File: config.mk
export PLATFORM = sky130hd
export DESIGN_NAME = pipe_ctrl_unit
export DESIGN_NICKNAME = d
export VERILOG_FILES = /design/src/rtl/pipe_ctrl_unit.sv
export SDC_FILE = /design/constraint.sdc
export NUM_CORES = 1
export LEC_CHECK = 0
export ABC_CLOCK_PERIOD_IN_PS = 1950
export BUFFER_PORTS_ARGS = -buffer_cell sky130_fd_sc_hd__buf_4
export CAP_MARGIN = 20
export CELL_PAD_IN_SITES_DETAIL_PLACEMENT = 0
export CELL_PAD_IN_SITES_GLOBAL_PLACEMENT = 1
export CORE_ASPECT_RATIO = 0.75
export CORE_MARGIN = 5
export CORE_UTILIZATION = 34
export CTS_CLUSTER_DIAMETER = 50
export DETAILED_ROUTE_END_ITERATION = 8
export HOLD_SLACK_MARGIN = 0.06
export PLACE_DENSITY = 0.74
export SYNTH_ARGS = -nofsm -noshare
export SYNTH_HDL_FRONTEND = slang
export SYNTH_SLANG_ARGS = --single-unit
File: constraint.sdc
create_clock -name clk -period 1.95 [get_ports clk]
set_clock_uncertainty 0.05 [all_clocks]
set_input_delay 0.2925 -clock clk [delete_from_list [all_inputs] [get_ports clk]]
set_output_delay 0.2925 -clock clk [all_outputs]
set_load 0.02 [all_outputs]
File: src/rtl/pipe_ctrl_unit.sv
// Pipelined control unit: decodes ID, carries controls through ID/EX, EX/MEM and MEM/WB, and sequences halt.
// Latency: controls reach EX 1 edge, MEM 2 edges and WB 3 edges after ID capture; halted rises 1 edge after HLT sits in WB.
// Backpressure: ext_stall freezes all stage and halt state; a load-use hazard holds ID and injects one bubble into EX.
module pipe_ctrl_unit #(
  parameter int INSTR_W         = 16,
  parameter int OPC_W           = 4,
  parameter int REG_IDX_W       = 4,
  parameter int ZERO_REG_EXEMPT = 1
) (
  input  logic                 clk,
  input  logic                 rst,
  input  logic [INSTR_W-1:0]   id_instr,
  input  logic                 id_valid,
  input  logic                 flush,
  input  logic                 ext_stall,
  output logic                 stall,
  output logic                 ex_alu_src,
  output logic                 ex_reg_dst,
  output logic [1:0]           ex_branch,
  output logic                 ex_pcs,
  output logic [REG_IDX_W-1:0] ex_rd,
  output logic                 mem_read,
  output logic                 mem_write,
  output logic                 wb_reg_write,
  output logic                 wb_mem_to_reg,
  output logic [REG_IDX_W-1:0] wb_rd,
  output logic                 halt_fetch,
  output logic                 halted
);

  // Field positions: opcode at the top, then rd, rs, rt.
  localparam int RD_LSB = INSTR_W - OPC_W - REG_IDX_W;
  localparam int RS_LSB = RD_LSB - REG_IDX_W;
  localparam int RT_LSB = RS_LSB - REG_IDX_W;
  localparam bit ZERO_EXEMPT = (ZERO_REG_EXEMPT != 0);

  localparam logic [OPC_W-1:0] OP_ADD    = OPC_W'(0);
  localparam logic [OPC_W-1:0] OP_SUB    = OPC_W'(1);
  localparam logic [OPC_W-1:0] OP_XOR    = OPC_W'(2);
  localparam logic [OPC_W-1:0] OP_RED    = OPC_W'(3);
  localparam logic [OPC_W-1:0] OP_SLL    = OPC_W'(4);
  localparam logic [OPC_W-1:0] OP_SRA    = OPC_W'(5);
  localparam logic [OPC_W-1:0] OP_ROR    = OPC_W'(6);
  localparam logic [OPC_W-1:0] OP_PADDSB = OPC_W'(7);
  localparam logic [OPC_W-1:0] OP_LW     = OPC_W'(8);
  localparam logic [OPC_W-1:0] OP_SW     = OPC_W'(9);
  localparam logic [OPC_W-1:0] OP_LLB    = OPC_W'(10);
  localparam logic [OPC_W-1:0] OP_LHB    = OPC_W'(11);
  localparam logic [OPC_W-1:0] OP_B      = OPC_W'(12);
  localparam logic [OPC_W-1:0] OP_BR     = OPC_W'(13);
  localparam logic [OPC_W-1:0] OP_PCS    = OPC_W'(14);
  localparam logic [OPC_W-1:0] OP_HLT    = OPC_W'(15);

  // Each stage register keeps only the controls still needed downstream.
  // rd is the raw instruction rd field; the halt token rides with the WB group.
  typedef struct packed {
    logic                 regWrite;
    logic                 memToReg;
    logic                 halt;
    logic [REG_IDX_W-1:0] rd;
  } wbCtrl_t;

  typedef struct packed {
    logic    memRead;
    logic    memWrite;
    wbCtrl_t wb;
  } memCtrl_t;

  typedef struct packed {
    logic     aluSrc;
    logic     regDst;
    logic [1:0] branch;
    logic     pcs;
    memCtrl_t mem;
  } exCtrl_t;

  typedef enum logic [1:0] {
    HS_RUN,
    HS_DRAIN,
    HS_HALTED
  } haltState_t;

  logic [OPC_W-1:0]     idOpc;
  logic [REG_IDX_W-1:0] idRd;
  logic [REG_IDX_W-1:0] idRs;
  logic [REG_IDX_W-1:0] idRt;

  exCtrl_t    decCtrl;
  exCtrl_t    idExNext;
  exCtrl_t    idEx;
  memCtrl_t   exMem;
  wbCtrl_t    memWb;
  haltState_t haltState;
  haltState_t haltNext;

  logic useRs;
  logic useRt;
  logic useRd;
  logic hitRs;
  logic hitRt;
  logic hitRd;
  logic idLive;
  logic loadUse;
  logic issue;

  assign idOpc = id_instr[INSTR_W-1 -: OPC_W];
  assign idRd  = id_instr[RD_LSB +: REG_IDX_W];
  assign idRs  = id_instr[RS_LSB +: REG_IDX_W];
  assign idRt  = id_instr[RT_LSB +: REG_IDX_W];

  // Decode the ID opcode into controls and the set of source registers it reads.
  always_comb begin
    decCtrl           = '0;
    decCtrl.mem.wb.rd = idRd;
    useRs             = 1'b0;
    useRt             = 1'b0;
    useRd             = 1'b0;
    case (idOpc)
      OP_ADD, OP_SUB, OP_XOR, OP_RED, OP_PADDSB: begin
        decCtrl.regDst          = 1'b1;
        decCtrl.mem.wb.regWrite = 1'b1;
        useRs                   = 1'b1;
        useRt                   = 1'b1;
      end
      OP_SLL, OP_SRA, OP_ROR: begin
        decCtrl.regDst          = 1'b1;
        decCtrl.mem.wb.regWrite = 1'b1;
        useRs                   = 1'b1;
      end
      OP_LW: begin
        decCtrl.aluSrc          = 1'b1;
        decCtrl.mem.memRead     = 1'b1;
        decCtrl.mem.wb.memToReg = 1'b1;
        decCtrl.mem.wb.regWrite = 1'b1;
        useRs                   = 1'b1;
      end
      OP_SW: begin
        // rd carries the store data, so it is a source here.
        decCtrl.aluSrc       = 1'b1;
        decCtrl.mem.memWrite = 1'b1;
        useRs                = 1'b1;
        useRd                = 1'b1;
      end
      OP_LLB, OP_LHB: begin
        // Byte loads merge into the old rd value, so rd is read as well as written.
        decCtrl.aluSrc          = 1'b1;
        decCtrl.mem.wb.regWrite = 1'b1;
        useRd                   = 1'b1;
      end
      OP_B: begin
        decCtrl.branch = 2'b11;
      end
      OP_BR: begin
        decCtrl.branch = 2'b10;
        useRs          = 1'b1;
      end
      OP_PCS: begin
        decCtrl.pcs             = 1'b1;
        decCtrl.mem.wb.regWrite = 1'b1;
      end
      OP_HLT: begin
        decCtrl.mem.wb.halt = 1'b1;
      end
      default: ;
    endcase
  end

  // Load-use detection against the load sitting in EX; r0 can be exempted as it never changes.
  assign hitRs = useRs && (idRs == idEx.mem.wb.rd) && (!ZERO_EXEMPT || (idRs != '0));
  assign hitRt = useRt && (idRt == idEx.mem.wb.rd) && (!ZERO_EXEMPT || (idRt != '0));
  assign hitRd = useRd && (idRd == idEx.mem.wb.rd) && (!ZERO_EXEMPT || (idRd != '0));

  // Once fetch is stopped, whatever sits in ID is stale and must not issue.
  assign idLive  = id_valid && (haltState == HS_RUN);
  assign loadUse = idLive && idEx.mem.memRead && (hitRs || hitRt || hitRd);
  // A flush discards the ID instruction anyway, so holding it would be pointless.
  assign stall   = loadUse && !flush;
  assign issue   = idLive && !flush && !loadUse;
  assign idExNext = issue ? decCtrl : '0;

  // Stage registers: reset to bubbles, freeze on ext_stall, otherwise advance.
  always_ff @(posedge clk) begin
    if (rst) begin
      idEx  <= '0;
      exMem <= '0;
      memWb <= '0;
    end else if (!ext_stall) begin
      idEx  <= idExNext;
      exMem <= idEx.mem;
      memWb <= exMem.wb;
    end
  end

  // Halt state register; only reset leaves the drain/halted states.
  always_ff @(posedge clk) begin
    if (rst) begin
      haltState <= HS_RUN;
    end else begin
      haltState <= haltNext;
    end
  end

  // Halt sequencing: stop fetch when HLT issues, flag halted once the token has been in WB.
  always_comb begin
    haltNext = haltState;
    if (!ext_stall) begin
      case (haltState)
        HS_RUN: begin
          if (issue && decCtrl.mem.wb.halt) begin
            haltNext = HS_DRAIN;
          end
        end
        HS_DRAIN: begin
          if (memWb.halt) begin
            haltNext = HS_HALTED;
          end
        end
        HS_HALTED: ;
        default: ;
      endcase
    end
  end

  assign ex_alu_src    = idEx.aluSrc;
  assign ex_reg_dst    = idEx.regDst;
  assign ex_branch     = idEx.branch;
  assign ex_pcs        = idEx.pcs;
  assign ex_rd         = idEx.mem.wb.rd;
  assign mem_read      = exMem.memRead;
  assign mem_write     = exMem.memWrite;
  assign wb_reg_write  = memWb.regWrite;
  assign wb_mem_to_reg = memWb.memToReg;
  assign wb_rd         = memWb.rd;
  assign halt_fetch    = (haltState != HS_RUN);
  assign halted        = (haltState == HS_HALTED);

endmodule

## After elaboration in Yosys (flattened, before gate mapping)

Index checks and enable logic that the tools add are counted.

| word-level totals | value |
|---|---|
| register bits after elaboration | 32 |
| output and inout port bits | 20 |

| operators by class | value |
|---|---|
| reductions and logical operators | 31 |
| multiplexer cells | 15 |
| bitwise operators | 1 |
| eq/ne operators | 22 |

Operator list:

| operator | count |
|---|---|
| 4-bit == test (second input constant) | 8 |
| 4-bit by 3-bit == test with 1-bit output (second input constant) | 4 |
| 14-bit two-way mux | 1 |
| 1-bit logical AND | 13 |
| 4-bit == test | 3 |
| 4-bit nonzero test | 3 |
| 12-bit OR reduction | 1 |
| 11-bit OR reduction | 1 |
| 1-bit two-way mux | 10 |
| 4-bit by 2-bit == test with 1-bit output (second input constant) | 2 |
| 2-bit one-hot mux with 2 select lines | 2 |
| 8-bit OR reduction | 1 |
| 5-bit OR reduction | 1 |
| 4-bit by 1-bit == test with 1-bit output (second input constant) | 1 |
| 4-bit logical NOT | 1 |
| 2-bit two-way mux | 2 |
| 4-bit AND reduction | 1 |
| 2-bit nonzero test | 2 |
| 4-bit OR reduction | 1 |
| 3-bit OR reduction | 1 |
| 2-bit by 1-bit == test with 1-bit output (second input constant) | 1 |
| 2-bit == test (second input constant) | 1 |
| 1-bit logical NOT | 2 |
| 2-bit logical NOT | 1 |
| other kinds (4) | 5 |

## Logic depth before layout (Yosys ltp)

Gate-level depths: netlist of the first run.

| depth | value |
|---|---|
| word-level depth | 13 |
| depth in mapped cells | 7 |

## Least setup slack after synthesis of the first run

OpenSTA, ideal clock, no wires.

| timing path | value |
|---|---|
| path type | register to output |
| start point | register idEx (netlist bit ex_rd[0]) |
| end point | output stall |
| data arrival time | 1.997 ns |
| buffers on the path | 1 |
| slack | -0.390 ns |
| data required time | 1.607 ns |
| cell stages (with the launch flop) | 6 |
| cell sequence | dfxtp_1 > clkbuf_1 > xor2_1 > a2111oi_1 > nand4_1 > a211oi_1 |

| on the way | value |
|---|---|
| word-level cells in the longest chain between the ends | 7 |
| elaborated cells on any way between the ends | 13 |
| classes of those cells | 3 x eq/ne; 10 x reduce/logical |

Ends and longest elaborated chain:

| what | RTL line | text |
|---|---|---|
| start, declared | 90 | `exCtrl_t idEx;` |
| start signal, assigned | 188 | `idEx <= idExNext;` |
| 4-bit == test, on equally long branches | 169, 170 |  |
| 1-bit logical AND, on equally long branches (2 in a row) | 169, 170 |  |
| 1-bit logical OR | 175 | `assign loadUse = idLive && idEx.mem.memRead && (hitRs \|\| hitRt \|\| hitRd);` |
| 1-bit logical OR (*) | 175 |  |
| 1-bit logical AND (*) | 175 |  |
| 1-bit logical AND (*) | 177 | `assign stall = loadUse && !flush;` |
| end, declared | 16 | `output logic stall,` |

Every way passes the cells marked *; elsewhere a longest branch is shown, timed or not.

## Worst setup path after layout of the first run

| timing path | value |
|---|---|
| start point | register idEx (netlist bit ex_rd[1]) |
| end point | output stall |

The elaborated chain is that of the path after synthesis.

==> impl_metrics.py, run 1 <==
metrics = {
    "min_path": {
        "startpoint_of_the_worst_hold_path": "id_instr[8]",
        "min_delay_worst_endpoint": "ex_rd[0]$_SDFFE_PP0N_",
        "worst_hold_path_type": "in2reg",
        "timing.hold.worst_path_depth": 3,
    },
    "synth": {
        "synth_cell_type_count": 32,
        "mappedNetlistArea_sq_um": 1481,
        "syn_avg_cell_area_sq_um": 8.663,
        "combinational_family_with_the_most_area_after_synthesis": "simple AND/OR/NAND/NOR gates",
        "yosysWarningCount": 0,
        "synth-compound-area-share_pct": 14.53,
        "synthAdderAreaFrac_pct": 0,
        "synth-seq-area-share_pct": 40.54,
        "synth_edf_count": 0,
        "asyncSetResetFlopFracSynth_pct": 0,
        "synth_simple_gate_area_share_pct": 19.09,
        "synth_ff_type": "sky130_fd_sc_hd__dfxtp_1",
        "synthCells": 171,
        "synth-xor-area-share_pct": 6.503,
        "synth-seq-cells": 30,
        "syn_nets": 192,
        "share_of_cell_area_taken_by_muxes_after_synthesis_pct": 10.14,
    },
    "die": {
        "die_w_um": 86.22,
        "ioPinCount": 41,
        "fp.dieArea_sq_um": 5791,
        "core-area_sq_um": 4129,
        "die-height_um": 67.17,
        "start_util_pct": 35.88,
        "placementRows": 20,
    },
    "route": {
        "route.detailed.drc": 0,
        "post_drt_via_cell_ratio": 5.089,
        "via_count": 1369,
        "finalWirelength_mm": 3.729,
        "detail-route-antenna-nets": 0,
        "first_pass_iters": 4,
        "wl_per_instance_um": 13.86,
        "drt_iter0_drc": 70,
    },
    "worst_setup_path": {
        "crit_path_max_delay_cell_type": "sky130_fd_sc_hd__or4_4",
        "reg2regPathDepth": 6,
        "critPathLaunchType": "register",
        "cp.depth": 5,
        "required_ns": 1.61,
        "arrival_time_of_the_worst_setup_path_ns": 1.86,
        "endpoint_kind": "output port",
        "crit_type": "reg2out",
        "path_delay_family": "simple AND/OR/NAND/NOR gates",
        "reg2reg_setup_slack_ns": 0.08,
        "critical_path.max_stage_delay_ns": 0.53,
        "path_max_fanout": 2,
        "cp_num_buf_inv": 1,
        "critical_path_cell_list": "xor2_1 > or4_4 > a2bb2oi_2 > a211oi_4 > buf_6",
        "crit-reg2reg-capture": "idEx[8]$_SDFFE_PP0N_",
        "worst_r2r_startpoint": "ex_rd[1]$_SDFFE_PP0N_",
    },
    "cells_and_area": {
        "syn_to_final_growth_pct": 33.95,
        "layout_common_cells": "sky130_fd_sc_hd__buf_4 (57), sky130_fd_sc_hd__dfxtp_1 (29), sky130_fd_sc_hd__nor2_1 (21)",
        "nFillCells": 419,
        "final_design_area_no_fill_sq_um": 1984,
        "max_flop_register": "exMem",
        "drive_above_1_share_pct": 34.11,
        "diodes": 0,
        "nNetsFinal": 234,
        "finish.utilization_pct": 48.06,
        "largest_register_ff_count": 6,
        "leading_cell_type_in_the_layout_fill_and_taps_excluded": "sky130_fd_sc_hd__buf_4",
    },
    "place": {
        "placement.setup.worst_slack_ns": -0.2341,
        "place_congestion": 0.8124,
        "detailedPlacementHpwl_mm": 2.817,
        "numPortBuffers": 40,
        "placed_area_sq_um": 1873,
    },
    "clock_tree": {
        "tritoncts.num_buffers": 5,
        "clk_path_buf_depth": 2,
        "cts.root.buffer_cell": "sky130_fd_sc_hd__clkbuf_8",
        "htreeDepth": 2,
        "cts_setup_buffers": 0,
        "insertion_delay_ns": 0.27,
        "clk_transition_reported_paths_ns": 0.06,
        "tritoncts_clock_tree": "built",
        "clock_sinks": 30,
    },
    "power": {
        "power.static_leakage_uw": 0.0008717,
        "vdd_drop_max_v": 0.0004180,
        "total_power_uw": 1330,
        "power_per_cell_area_nw_per_um2": 670.3,
    },
    "job": {
        "maxCapViolCount": 0,
    },
    "grt": {
        "antenna_found_initial": 0,
        "gr-total-overflow": 0,
        "via_count_of_the_first_global_routing_pass": 1290,
        "grt_max_degree": 31,
        "groute.usage.overall_pct": 13.13,
        "grt_pass1_wl_mm": 5.865,
    },
    "sta": {
        "tightest_slew_ns": 0.4066,
        "final-hold-violation-count": 0,
        "achievable-frequency_ghz": 0.4537,
        "worst_hold_slack_ns": 0.2570,
        "setup_repair_after_global_routing_missed_its_margin": "yes",
        "final_min_period_over_clock_period_pct": 113.0,
        "final.min_clock_period_ns": 2.204,
        "worst_slew_margin_rel_pct": 72.89,
        "postLayoutSetupSlackWorst_ns": -0.2541,
        "final_setup_fails": 1,
        "final_max_slew_viol_count": 0,
    },
    "status": {
        "violated_checks": "negative setup slack",
        "status": "finished, violations left",
    },
}
==> final cells by class <==
type | instances | area [sq um] | area share [%]
Multi-Input combinational cell | 115 | 772.0 | 38.90
Sequential cell | 30 | 601.8 | 30.33
Timing Repair Buffer | 58 | 439.2 | 22.13
Clock buffer | 7 | 86.33 | 4.351
Tap cell | 55 | 68.82 | 3.468
Inverter | 3 | 11.26 | 0.5675
Clock inverter | 1 | 5.005 | 0.2522
==> worst max-delay path by stage <==
stage,from,to,slack (ns)
after floorplan,ex_rd[3]$_SDFFE_PP0N_,stall,-0.17
after global placement,id_instr[14],stall,-0.17
after detailed placement,id_instr[15],stall,-0.23
after CTS,ex_rd[1]$_SDFFE_PP0N_,stall,-0.28
after global routing,ex_rd[1]$_SDFFE_PP0N_,stall,-0.33
final,ex_rd[1]$_SDFFE_PP0N_,stall,-0.25
==> worst min-delay path, delay by kind of cell <==
kind	cells	cell delay (ns)
compound gates	1	0.05
simple gates	1	0.06
buf+inv	1	0.12
==> cell families (layout without fill, tap and decap cells) <==
logic type,after synthesis,count (layout)
AO/OA/AOI/OAI,31,31
flip-flops,30,30
multiplexers,15,15
AND/OR/NAND/NOR,58,58
XOR/XNOR,11,11
buffers and inverters,26,69
==> power breakdown <==
part | leakage, uW | internal, uW | switching (uW) | total, uW
clock | 0.0000482 | 284 | 213 | 497
combinational | 0.000580 | 96.8 | 104 | 200
sequential | 0.000243 | 625 | 7.93 | 633
total | 0.000872 | 1010 | 325 | 1330
==> synth_stat cells (2+ instances only) <==
master	n	share of area, %
sky130_fd_sc_hd__a22oi_1	7	3.5
sky130_fd_sc_hd__nand4_1	9	3.8
sky130_fd_sc_hd__nor3_1	4	1.4
sky130_fd_sc_hd__buf_1	4	1.0
sky130_fd_sc_hd__o21ai_1	5	1.7
sky130_fd_sc_hd__nand2_1	12	3.0
sky130_fd_sc_hd__nor2b_1	2	0.84
sky130_fd_sc_hd__buf_4	10	5.1
sky130_fd_sc_hd__clkbuf_1	8	2.0
sky130_fd_sc_hd__nor2_1	21	5.3
sky130_fd_sc_hd__or4_1	3	1.5
sky130_fd_sc_hd__xor2_1	9	5.3
sky130_fd_sc_hd__o21ai_0	2	0.68
sky130_fd_sc_hd__xnor2_1	2	1.2
sky130_fd_sc_hd__inv_1	3	0.76
sky130_fd_sc_hd__dfxtp_1	30	41
sky130_fd_sc_hd__and2_1	2	0.84
sky130_fd_sc_hd__mux2i_1	15	10
sky130_fd_sc_hd__a21oi_1	10	3.4
==> through the flow <==
stage               cells  TNS [ns]
floorplan             171   -0.1677
global placement      261   -0.5262
detailed placement    261   -0.8329
CTS                   269   -0.2762
global route          269   -0.3277
finish                269   -0.2541
==> what timing repair did <==
action | CTS | global route
gates resized for setup | 4 | 2
gates cloned | 0 | 0
setup endpoints to repair | 1 | 4
pin swaps | 1 | 0
hold buffers | 0 | 0
==> metal layers <==
layer  GRT usage, %  share of wire (%)
met1          15.34                 43
met2          22.12                 48
met3          4.756                7.3
met4          5.253                1.4
met5              0                  0
No activity file was read; power rests on OpenSTA's default activity.
==> run 2: changes to the inputs <==
--- a/config.mk
+++ b/config.mk
@@ -5,6 +5,7 @@
 export SDC_FILE = /design/constraint.sdc
 export NUM_CORES = 1
 export LEC_CHECK = 0
+export ABC_AREA = 1
 export ABC_CLOCK_PERIOD_IN_PS = 1950
 export BUFFER_PORTS_ARGS = -buffer_cell sky130_fd_sc_hd__buf_4
 export CAP_MARGIN = 20
@@ -12,11 +13,11 @@
 export CELL_PAD_IN_SITES_GLOBAL_PLACEMENT = 1
 export CORE_ASPECT_RATIO = 0.75
 export CORE_MARGIN = 5
-export CORE_UTILIZATION = 34
+export CORE_UTILIZATION = 32
 export CTS_CLUSTER_DIAMETER = 50
 export DETAILED_ROUTE_END_ITERATION = 8
 export HOLD_SLACK_MARGIN = 0.06
-export PLACE_DENSITY = 0.74
+export PLACE_DENSITY = 0.73
 export SYNTH_ARGS = -nofsm -noshare
 export SYNTH_HDL_FRONTEND = slang
 export SYNTH_SLANG_ARGS = --single-unit
==> run 2 against run 1 <==
  * The flow now finishes without violations
  * Register-to-register slack better by 0.31 ns
  * Flip-flop and latch count unchanged
  * Count of clock-buffer cells in the layout shrank 1
  * Die area up 5.4%
  * Final area is 6.1% lower
  * First-iteration DRC count fell by 7.1%
  * Area after synthesis unchanged
  * Worst hold slack lost 0.018 ns
  * Synthesized cell count increased by 25%
  * Setup slack better by 0.37 ns
  * Critical endpoint unchanged
  * Largest power group unchanged
==> impl_metrics.py, run 2 <==
metrics = {
    "status": {
        "status": "finished, final reports clean",
    },
    "sta": {
        "worst_slew_margin_rel_pct": 73.68,
        "final_min_period_over_clock_period_pct": 93.95,
        "tightest_slew_ns": 0.3944,
        "final_max_slew_viol_count": 0,
        "achievable-frequency_ghz": 0.5458,
        "final.min_clock_period_ns": 1.832,
        "final_setup_fails": 0,
        "final-hold-violation-count": 0,
        "setup_repair_after_global_routing_missed_its_margin": "no",
        "setup_tns_ns": 0,
    },
    "cells_and_area": {
        "largest_register_ff_count": 6,
        "nFillCells": 479,
        "leading_cell_type_in_the_layout_fill_and_taps_excluded": "sky130_fd_sc_hd__buf_4",
        "finish.utilization_pct": 41.71,
        "drive_above_1_share_pct": 23.58,
        "nNetsFinal": 266,
        "max_flop_register": "exMem",
        "syn_to_final_growth_pct": 25.76,
        "layout_common_cells": "sky130_fd_sc_hd__buf_4 (44), sky130_fd_sc_hd__nand2_1 (38), sky130_fd_sc_hd__nor2_1 (35)",
        "diodes": 0,
    },
    "route": {
        "post_drt_via_cell_ratio": 4.667,
        "finalWirelength_mm": 3.709,
        "first_pass_iters": 4,
        "drt_iter0_drc": 65,
        "detail-route-antenna-nets": 0,
        "route.detailed.drc": 0,
        "wl_per_instance_um": 12.24,
        "via_count": 1414,
    },
    "grt": {
        "via_count_of_the_first_global_routing_pass": 1260,
        "antenna_found_initial": 0,
        "grt_max_degree": 26,
        "groute.usage.overall_pct": 13.10,
        "gr-total-overflow": 0,
        "grt_pass1_wl_mm": 6.037,
    },
    "worst_setup_path": {
        "crit_type": "reg2out",
        "reg2regPathDepth": 11,
        "arrival_time_of_the_worst_setup_path_ns": 1.49,
        "required_ns": 1.61,
        "path_max_fanout": 6,
        "critPathLaunchType": "register",
        "endpoint_kind": "output port",
    },
    "synth": {
        "syn_avg_cell_area_sq_um": 6.923,
        "synth.area.top_cells": "sky130_fd_sc_hd__dfxtp_1 (41%), sky130_fd_sc_hd__nand2_1 (9.6%), sky130_fd_sc_hd__nor2_1 (8.9%)",
        "synth.most_common_cell": "sky130_fd_sc_hd__nand2_1",
        "yosysWarningCount": 0,
        "synth_cell_type_count": 19,
        "synth-seq-area-share_pct": 40.54,
        "synth_top_cell_area_share_pct": 40.54,
        "synthCells": 214,
        "post_synth_top_cells": "sky130_fd_sc_hd__nand2_1 (38), sky130_fd_sc_hd__nor2_1 (35), sky130_fd_sc_hd__dfxtp_1 (30)",
        "mappedNetlistArea_sq_um": 1481,
        "asyncSetResetFlopFracSynth_pct": 0,
        "leading_area_contributor_after_synthesis": "sky130_fd_sc_hd__dfxtp_1",
        "synth_ff_type": "sky130_fd_sc_hd__dfxtp_1",
        "synth-seq-cells": 30,
        "synth_edf_count": 0,
        "syn_nets": 235,
    },
    "place": {
        "place_congestion": 0.7446,
        "numPortBuffers": 40,
        "detailedPlacementHpwl_mm": 2.692,
    },
    "clock_tree": {
        "htreeDepth": 2,
        "clk_path_buf_depth": 2,
        "clk_transition_reported_paths_ns": 0.07,
        "tritoncts_clock_tree": "built",
        "insertion_delay_ns": 0.28,
        "post_cts_hold_buffer_count": 0,
        "tritoncts.num_buffers": 5,
        "clock_sinks": 30,
        "cts.root.buffer_cell": "sky130_fd_sc_hd__clkbuf_8",
    },
    "die": {
        "core-area_sq_um": 4467,
        "start_util_pct": 33.17,
        "fp.dieArea_sq_um": 6104,
        "die-height_um": 68.93,
        "die_w_um": 88.57,
        "placementRows": 21,
        "ioPinCount": 41,
    },
    "min_path": {
        "timing.hold.worst_path_depth": 2,
        "worst_hold_path_type": "in2reg",
    },
    "job": {
        "maxCapViolCount": 0,
    },
    "power": {
        "vdd_drop_max_v": 0.0003872,
        "power_per_cell_area_nw_per_um2": 729.2,
        "power.static_leakage_uw": 0.0008620,
    },
}
## run 2: cell count changes after synthesis, moves of 11 or more
| cell | change |
|---|---|
| sky130_fd_sc_hd__o21ai_0 | +15 |
| sky130_fd_sc_hd__a21oi_1 | +11 |
| sky130_fd_sc_hd__inv_1 | +17 |
| sky130_fd_sc_hd__nor2_1 | +14 |
| sky130_fd_sc_hd__nand2_1 | +26 |
| sky130_fd_sc_hd__mux2i_1 | -15 |
## run 2: cells by family (layout without fill, tap and decap cells)
| family | after synthesis | in the layout | synth area share (%) |
|---|---|---|---|
| and+or+nand+nor | 99 | 99 | 29.14 |
| AOI/OAI and AO/OA | 39 | 39 | 13.34 |
| xor gates and xnor gates | 6 | 6 | 3.547 |
| DFF | 30 | 30 | 40.54 |
| buffers and inverters | 40 | 72 | 13.43 |
## run 2: layout make-up
class	count	area (sq um)	area share, %
Sequential cell	30	609.3	32.71
Clock buffer	6	82.58	4.432
Tap cell	57	71.32	3.828
Timing Repair Buffer	44	330.3	17.73
Clock inverter	2	12.51	0.6716
Inverter	20	75.07	4.030
Multi-Input combinational cell	144	681.9	36.60
## run 2: stage by stage
step           hold WS, ns  setup slack [ns]  instance area [sq um]  std cells  total power (uW)
3_5_place_dp        0.4011            0.1469                   1752        294             843.9
3_3_place_gp        0.3946            0.1491                   1752        294             844.4
2_1_floorplan       0.3116            0.2654                   1481        214             770.4
4_1_cts             0.2301           0.07135                   1861        303              1376
5_1_grt             0.2590          0.002089                   1863        303              1437
6_report            0.2392            0.1179                   1863        303              1359
## run 2: final timing paths
| kind | startpoint | endpoint | slack [ns] |
|---|---|---|---|
| setup reg to reg | ex_rd[3]$_SDFFE_PP0N_ | haltState[0]$_SDFFE_PP0P_ | 0.39 |
| setup / recovery | ex_rd[2]$_SDFFE_PP0N_ | stall | 0.12 |
| hold reg to reg | ex_pcs$_SDFFE_PP0N_ | ex_pcs$_SDFFE_PP0N_ | 0.41 |
| hold / removal | rst | ex_rd[1]$_SDFFE_PP0N_ | 0.24 |
## run 2: critical path: stages (launching register included)
cell	delay, ns
sky130_fd_sc_hd__dfxtp_4	0.38
sky130_fd_sc_hd__inv_1	0.09
sky130_fd_sc_hd__nand2_1	0.10
sky130_fd_sc_hd__nand2_1	0.05
sky130_fd_sc_hd__a21oi_1	0.12
sky130_fd_sc_hd__nand2_1	0.08
sky130_fd_sc_hd__nand3_2	0.10
sky130_fd_sc_hd__nand2_4	0.05
sky130_fd_sc_hd__nor2_1	0.09
sky130_fd_sc_hd__buf_4	0.15
## run 2: where the power goes
part / leakage (uW) / total [uW] / internal (uW) / switching (uW)
clock: 0.0000472 / 532 / 283 / 248
combinational: 0.000568 / 181 / 77.3 / 104
sequential: 0.000247 / 646 / 632 / 13.3
total: 0.000862 / 1360 / 993 / 366
## run 2: what timing repair did
action                                  in CTS  in global routing
gates resized for setup                      4                  2
buffers inserted                             1                  0
endpoints found under the setup margin       1                  1
## run 2: routing by layer
metal	GRT usage [%]	share of wire [%]	wire (um)	vias to the layer above
met2	17.82	40	1498	32
met3	4.751	5.6	206	4
li1	-	-	-	745
met4	4.528	0.86	32	0
met1	18.79	53	1972	633
met5	0	0	0	-
